## src/rtl/charlie_matrix.sv

```systemverilog
// charlie_matrix: Wishbone-mapped charlieplexed LED matrix scanner.
// Ports: clk/rst (async active-high); wb_cyc_i/wb_stb_i/wb_we_i/wb_adr_i[3:0]/
//   wb_dat_i[7:0] in, wb_dat_o[7:0]/wb_ack_o out; charlie_o/charlie_oe[PINS-1:0]
//   drive the charlieplexed pins (oe=0 means high-Z).
// Map: addr r<PINS = frame row r (PINS-1 bits); addr 15 = status/control.
// Macro CHARLIE_DOUBLEBUF_EN: front/back frame buffers with swap at frame end.
module charlie_matrix #(
    parameter int PINS          = 7,
    parameter int TICKS_PER_ROW = 1024,
    parameter int BLANK_TICKS   = 16
) (
    input  logic            clk,
    input  logic            rst,
    input  logic            wb_cyc_i,
    input  logic            wb_stb_i,
    input  logic            wb_we_i,
    input  logic [3:0]      wb_adr_i,
    input  logic [7:0]      wb_dat_i,
    output logic [7:0]      wb_dat_o,
    output logic            wb_ack_o,
    output logic [PINS-1:0] charlie_o,
    output logic [PINS-1:0] charlie_oe
);

    localparam int RW = PINS - 1;
    localparam int TW = $clog2(TICKS_PER_ROW);
`ifdef CHARLIE_DOUBLEBUF_EN
    localparam int NB = 2;
`else
    localparam int NB = 1;
`endif
    localparam logic [TW-1:0] TICK_LAST = TW'(TICKS_PER_ROW - 1);
    localparam logic [3:0]    ROW_LAST  = 4'(PINS - 1);
    localparam logic [3:0]    STAT_ADR  = 4'hF;

    logic [TW-1:0] tick_q, tick_d;
    logic [3:0]    row_q, row_d;
    logic [NB-1:0][PINS-1:0][RW-1:0] fb_q, fb_d;

    logic          ack_q, ack_d;
    logic [7:0]    dat_q, dat_d;
    logic          req_we_q, req_we_d;
    logic [3:0]    req_adr_q, req_adr_d;
    logic [RW-1:0] req_dat_q, req_dat_d;

    logic [PINS-1:0] pin_o_q, pin_o_d;
    logic [PINS-1:0] pin_oe_q, pin_oe_d;

    logic          disp_bank, bus_bank, pending;
    logic          row_end, frame_end;
    logic [RW-1:0] disp_row, bus_row;
    logic [PINS-1:0] below_v, above_v;
    logic          unused_dat;

    // Upper write-data bits beyond the row width are intentionally dropped.
    assign unused_dat = ^wb_dat_i;

`ifdef CHARLIE_DOUBLEBUF_EN
    logic front_q, front_d;
    logic pend_q, pend_d;
    assign disp_bank = front_q;
    assign bus_bank  = ~front_q;
    assign pending   = pend_q;
`else
    assign disp_bank = 1'b0;
    assign bus_bank  = 1'b0;
    assign pending   = 1'b0;
`endif

    // Scan counters
    assign row_end   = (tick_q == TICK_LAST);
    assign frame_end = row_end && (row_q == ROW_LAST);

    always_comb begin
        tick_d = tick_q + 1'b1;
        row_d  = row_q;
        if (row_end) begin
            tick_d = '0;
            row_d  = frame_end ? 4'd0 : row_q + 4'd1;
        end
    end

    // Row selection for display and bus read
    always_comb begin
        disp_row = '0;
        bus_row  = '0;
        for (int r = 0; r < PINS; r++) begin
            if (row_q == 4'(r))
                disp_row = fb_q[disp_bank][r];
            if (wb_adr_i == 4'(r))
                bus_row = fb_q[bus_bank][r];
        end
    end

    // Pins below the driven row use bit p, pins above use bit p-1;
    // the two shifted copies avoid out-of-range bit selects.
    assign below_v = {1'b0, disp_row};
    assign above_v = {disp_row, 1'b0};

    always_comb begin
        pin_o_d  = '0;
        pin_oe_d = '0;
        if (int'(tick_q) >= BLANK_TICKS) begin
            for (int p = 0; p < PINS; p++) begin
                if (row_q == 4'(p)) begin
                    pin_o_d[p]  = 1'b1;
                    pin_oe_d[p] = 1'b1;
                end else if (4'(p) < row_q) begin
                    pin_oe_d[p] = below_v[p];
                end else begin
                    pin_oe_d[p] = above_v[p];
                end
            end
        end
    end

    // Bus: request is latched when acked; the write lands at the end
    // of the ack cycle, so the master may drop strobe during ack.
    always_comb begin
        ack_d     = wb_cyc_i & wb_stb_i & ~ack_q;
        req_we_d  = req_we_q;
        req_adr_d = req_adr_q;
        req_dat_d = req_dat_q;
        dat_d     = '0;
        if (ack_d) begin
            req_we_d  = wb_we_i;
            req_adr_d = wb_adr_i;
            req_dat_d = wb_dat_i[RW-1:0];
            if (!wb_we_i) begin
                if (wb_adr_i == STAT_ADR)
                    dat_d = {4'b0000, row_q[2:0], pending};
                else
                    dat_d = 8'(bus_row);
            end
        end
    end

    // Frame buffers and swap control
    always_comb begin
        fb_d = fb_q;
`ifdef CHARLIE_DOUBLEBUF_EN
        front_d = front_q;
        pend_d  = pend_q;
        if (frame_end && pend_q) begin
            front_d = ~front_q;
            pend_d  = 1'b0;
        end
        // A request landing on the swap cycle survives to the next frame.
        if (ack_q && req_we_q && req_adr_q == STAT_ADR && req_dat_q[0])
            pend_d = 1'b1;
`endif
        if (ack_q && req_we_q) begin
            for (int r = 0; r < PINS; r++) begin
                if (req_adr_q == 4'(r))
                    fb_d[bus_bank][r] = req_dat_q;
            end
        end
    end

    always_ff @(posedge clk or posedge rst) begin
        if (rst) begin
            tick_q    <= '0;
            row_q     <= '0;
            fb_q      <= '0;
            ack_q     <= 1'b0;
            dat_q     <= '0;
            req_we_q  <= 1'b0;
            req_adr_q <= '0;
            req_dat_q <= '0;
            pin_o_q   <= '0;
            pin_oe_q  <= '0;
`ifdef CHARLIE_DOUBLEBUF_EN
            front_q   <= 1'b0;
            pend_q    <= 1'b0;
`endif
        end else begin
            tick_q    <= tick_d;
            row_q     <= row_d;
            fb_q      <= fb_d;
            ack_q     <= ack_d;
            dat_q     <= dat_d;
            req_we_q  <= req_we_d;
            req_adr_q <= req_adr_d;
            req_dat_q <= req_dat_d;
            pin_o_q   <= pin_o_d;
            pin_oe_q  <= pin_oe_d;
`ifdef CHARLIE_DOUBLEBUF_EN
            front_q   <= front_d;
            pend_q    <= pend_d;
`endif
        end
    end

    assign wb_ack_o   = ack_q;
    assign wb_dat_o   = dat_q;
    assign charlie_o  = pin_o_q;
    assign charlie_oe = pin_oe_q;

endmodule
```

## config.mk

```make
export PLATFORM = sky130hd
export DESIGN_NAME = charlie_matrix
export DESIGN_NICKNAME = d
export VERILOG_FILES = /design/src/rtl/charlie_matrix.sv
export SDC_FILE = /design/constraint.sdc
export NUM_CORES = 1
export LEC_CHECK = 0
export CORE_MARGIN = 1.5
export CORE_UTILIZATION = 40
export CTS_CLUSTER_DIAMETER = 100
export DETAILED_ROUTE_END_ITERATION = 10
export GPL_TIMING_DRIVEN = 0
export HOLD_SLACK_MARGIN = 0.15
export PLACE_DENSITY_LB_ADDON = 0.3
export SETUP_SLACK_MARGIN = 0.3
export SLEW_MARGIN = 20
export SYNTH_ARGS = -nofsm -noshare
export SYNTH_HDL_FRONTEND = slang
export SYNTH_SLANG_ARGS = --single-unit
```

## constraint.sdc

```tcl
create_clock -name clk -period 3.16 [get_ports clk]
set_input_delay 0.632 -clock clk [delete_from_list [all_inputs] [get_ports clk]]
set_output_delay 0.632 -clock clk [all_outputs]
set_load 0.01 [all_outputs]
```

==> impl_metrics.tcl <==
set metrics [dict create \
    end_kind "register" \
    synth_edf_count 0 \
    start_util_pct 41.21 \
    ys_seq_area_share_pct 49.08 \
    clockBufferDepth 2 \
    clock_power_share_pct 29.7 \
    timing.rr.end "charlie_oe[0]" \
    tightest_slew_ns 0.7428 \
    ctsHtreeMaxLevel 3 \
    p_per_area_nw_per_um2 499.5 \
    clk_pin_slew_worst_paths_ns 0.09 \
    globalplace.congestion 0.8999 \
    first_iter_violations 239 \
    r2r_cells 7 \
    syn-instance-count 420 \
    ant_nets 0 \
    cp_max_fo 10 \
    synthArstFlopShare_pct 100.0 \
    vdd_ir_drop_max_mv 0.2780 \
    ys_seq_elements 88 \
    p_switching_w 0.0007355 \
    die_y_um 108.9 \
    max_freq_mhz 418.0 \
    grt_pass1_vias 3411 \
    dr.pass1.iters 4 \
    hpwl_um 7858 \
    yosys.area.top_type "dfrtp_1" \
    fillers 1043 \
    dieArea_um2 11860 \
    finalClockSkew_ns 0.01558 \
    utilization_pct 48.07 \
    synth_area_um2 4487 \
    postCtsSetupBuffers 0 \
    grt_usage_pct 19.58 \
    vias 3351 \
    cts_hold_buf 0 \
    critical_path_class "register to register" \
    p_comb_share_pct 15.5 \
    min_from "req_we_q" \
    synthFlopType "dfrtp_1" \
    worstPathArrival_ns 2.66 \
    p_leak_nw 2.335 \
    status "finished clean" \
    routedWlPerCell_um 17.35 \
    synth_warnings 0 \
    slew_headroom_pct 50.26 \
    dp.cells 596 \
    maxSlewViolCount 0 \
    fin_crit_ns 2.393 \
    rrSetupSlack_ns 0.77 \
    clk_latency_ns 0.37 \
    pwr-share-seq_pct 54.8 \
    synth.top_cell.area_share_pct 49.08 \
    drc 0 \
    cts_tree "yes" \
    hold-path-endpoint "req_we_q" \
    hold_viol_final 0 \
    synth.avg_cell_area_um2 10.68 \
    hold_path.class "register to register" \
    diodes 0 \
    port_buffers 33 \
    p_sw_share_pct 28.13 \
    grt_max_degree 33 \
    grt_pass1_wl_um 17380 \
    synth_area_leaders "dfrtp_1 (49%), mux2_2 (11%), nand2_1 (3.9%), o21ai_0 (3.0%), mux4_2 (3.0%)" \
    cts_sinks 88 \
    stdcell_count 612 \
    required_ns 3.43 \
    yosysUniqueCellTypes 59 \
    cts-resized-gates 0 \
    antenna_found_initial 0 \
    setup_violations 0 \
    cp-start-kind "register" \
    drive_gt1_share_pct 19.70 \
    ios 40 \
    fin_nets 490 \
    die_w_um 108.9 \
    wl_um 10620 \
    r2r_start "row_q[0]" \
    viasPerCell 5.475 \
    hold_path_depth 2 \
    cts_made_buffers 9 \
    core_um2 10890 \
    internal_power_w 0.001879 \
    rsz0062_at_grt "false" \
    syn2layout_area_growth_pct 16.65 \
    cts-root-buf "clkbuf_8" \
    tns_ns 0 \
    maxCapViolations 0 \
    placementRows 38 \
    period_share_pct 75.71 \
    overflow 0 \
]
-- how the worst max path moves through the flow --
| stage | from | endpoint | slack (ns) | depth (start not counted) |
|---|---|---|---|---|
| after floorplan | row_q[0] | charlie_oe[5] | 1.31 | 7 |
| after global placement | rst | wb_dat_o[1] | 0.57 | 2 |
| after detailed placement | wb_adr_i[1] | wb_dat_o[5] | 0.82 | 6 |
| after CTS | row_q[0] | charlie_oe[0] | 0.90 | 7 |
| after global routing | row_q[0] | charlie_oe[1] | 0.70 | 7 |
| final | row_q[0] | charlie_oe[0] | 0.77 | 7 |
-- cells in the mapped netlist, types with 4 or more instances --
cell      number
dfrtp_1       88
nand2_1       47
mux2_2        44
nor2_1        34
o21ai_0       27
a21oi_1       16
nand3_1       15
clkbuf_1      11
inv_1          9
and3_1         7
clkbuf_8       7
nor3_1         7
ha_1           6
mux4_2         6
nand2b_1       6
nor2b_1        6
nand3b_1       5
a22oi_1        4
buf_4          4
o211ai_1       4
o21ai_1        4
o22ai_1        4
xor2_1         4
-- critical path: stages, from the launching register on --
cell,delay (ns)
dfrtp_1,0.46
buf_4,0.21
inv_1,0.09
ha_1,0.30
a311oi_1,0.15
a2111oi_1,0.59
o221ai_1,0.23
a21oi_1,0.25
-- area by class of cell --
class	instances	area, um2	area share (%)
clock buffers	9	123.9	2.367
clock inverters	7	70.07	1.339
inverters	10	41.29	0.7889
well taps	140	175.2	3.347
repair buffers	35	370.4	7.076
plain buffers	25	188.9	3.610
multi-input cells	298	2062	39.40
flip-flops and latches	88	2202	42.08
-- through the flow --
| stage | hold WS (ns) | power [W] | cell area [um2] | setup WS [ns] |
|---|---|---|---|---|
| floorplan | 0.4455 | 0.001672 | 4494 | 1.305 |
| global placement | 0.4636 | 0.001833 | 5000 | 0.5683 |
| detailed placement | 0.4685 | 0.001856 | 5040 | 0.8175 |
| CTS | 0.4902 | 0.002634 | 5234 | 0.8979 |
| global route | 0.5192 | 0.002742 | 5234 | 0.7031 |
| finish | 0.4851 | 0.002614 | 5234 | 0.7675 |
-- logic make-up (layout without fill, tap and decap cells) --
family	Yosys count	count (layout)	synth area share, %
flops	88	88	49.08
simple gates	151	151	17.21
mux	51	51	14.28
xor+xnor	7	7	1.366
fa+ha+maj	6	6	1.673
compound gates	81	81	11.27
other cells	1	2	0.08358
buf+inv	35	86	5.047
-- layout by cell type (no fill, tap or decap), types with 4 or more instances in the layout --
| cell | netlist | final |
|---|---|---|
| o211ai_1 | 4 | 4 |
| ha_1 | 6 | 6 |
| inv_1 | 9 | 8 |
| o21ai_1 | 4 | 4 |
| a21oi_1 | 16 | 16 |
| clkdlybuf4s50_1 | 0 | 33 |
| nor2b_1 | 6 | 6 |
| o22ai_1 | 4 | 4 |
| xor2_1 | 4 | 4 |
| o21ai_0 | 27 | 27 |
| nand2_1 | 47 | 47 |
| clkbuf_8 | 7 | 16 |
| a22oi_1 | 4 | 4 |
| clkbuf_1 | 11 | 11 |
| dfrtp_1 | 88 | 88 |
| nor3_1 | 7 | 7 |
| nand2b_1 | 6 | 6 |
| buf_4 | 4 | 4 |
| mux2_2 | 44 | 44 |
| nand3_1 | 15 | 15 |
| nor2_1 | 34 | 34 |
| nand3b_1 | 5 | 5 |
| mux4_2 | 6 | 6 |
| and3_1 | 7 | 7 |
-- sequential cells by signal, summed over array words and instances (netlist names), 4 cells and up --
signal      flops
req_dat_q       6
wb_dat_o        6
charlie_oe      7
charlie_o       7
fb_q           42
row_q           4
req_adr_q       4
tick_q         10
-- metal layers --
layer	up-vias	part of all wire (%)	global-route usage (%)	wire length, um
met4	0	1.9	8.083	197
met5	-	0	0	0
met2	102	45	29.55	4829
met1	1643	47	27.02	4995
met3	19	5.6	4.603	597
li1	1587	-	-	-
-- power by group through the flow --
stage | clock network, W | logic [W] | registers [W]
6_report | 0.000777 | 0.000406 | 0.00143
5_1_grt | 0.000850 | 0.000444 | 0.00145
4_1_cts | 0.000798 | 0.000408 | 0.00143
3_5_place_dp | 0 | 0.000406 | 0.00145
3_3_place_gp | 0 | 0.000389 | 0.00144
2_1_floorplan | 0 | 0.000279 | 0.00139
No activity file was read; power rests on OpenSTA's default activity.
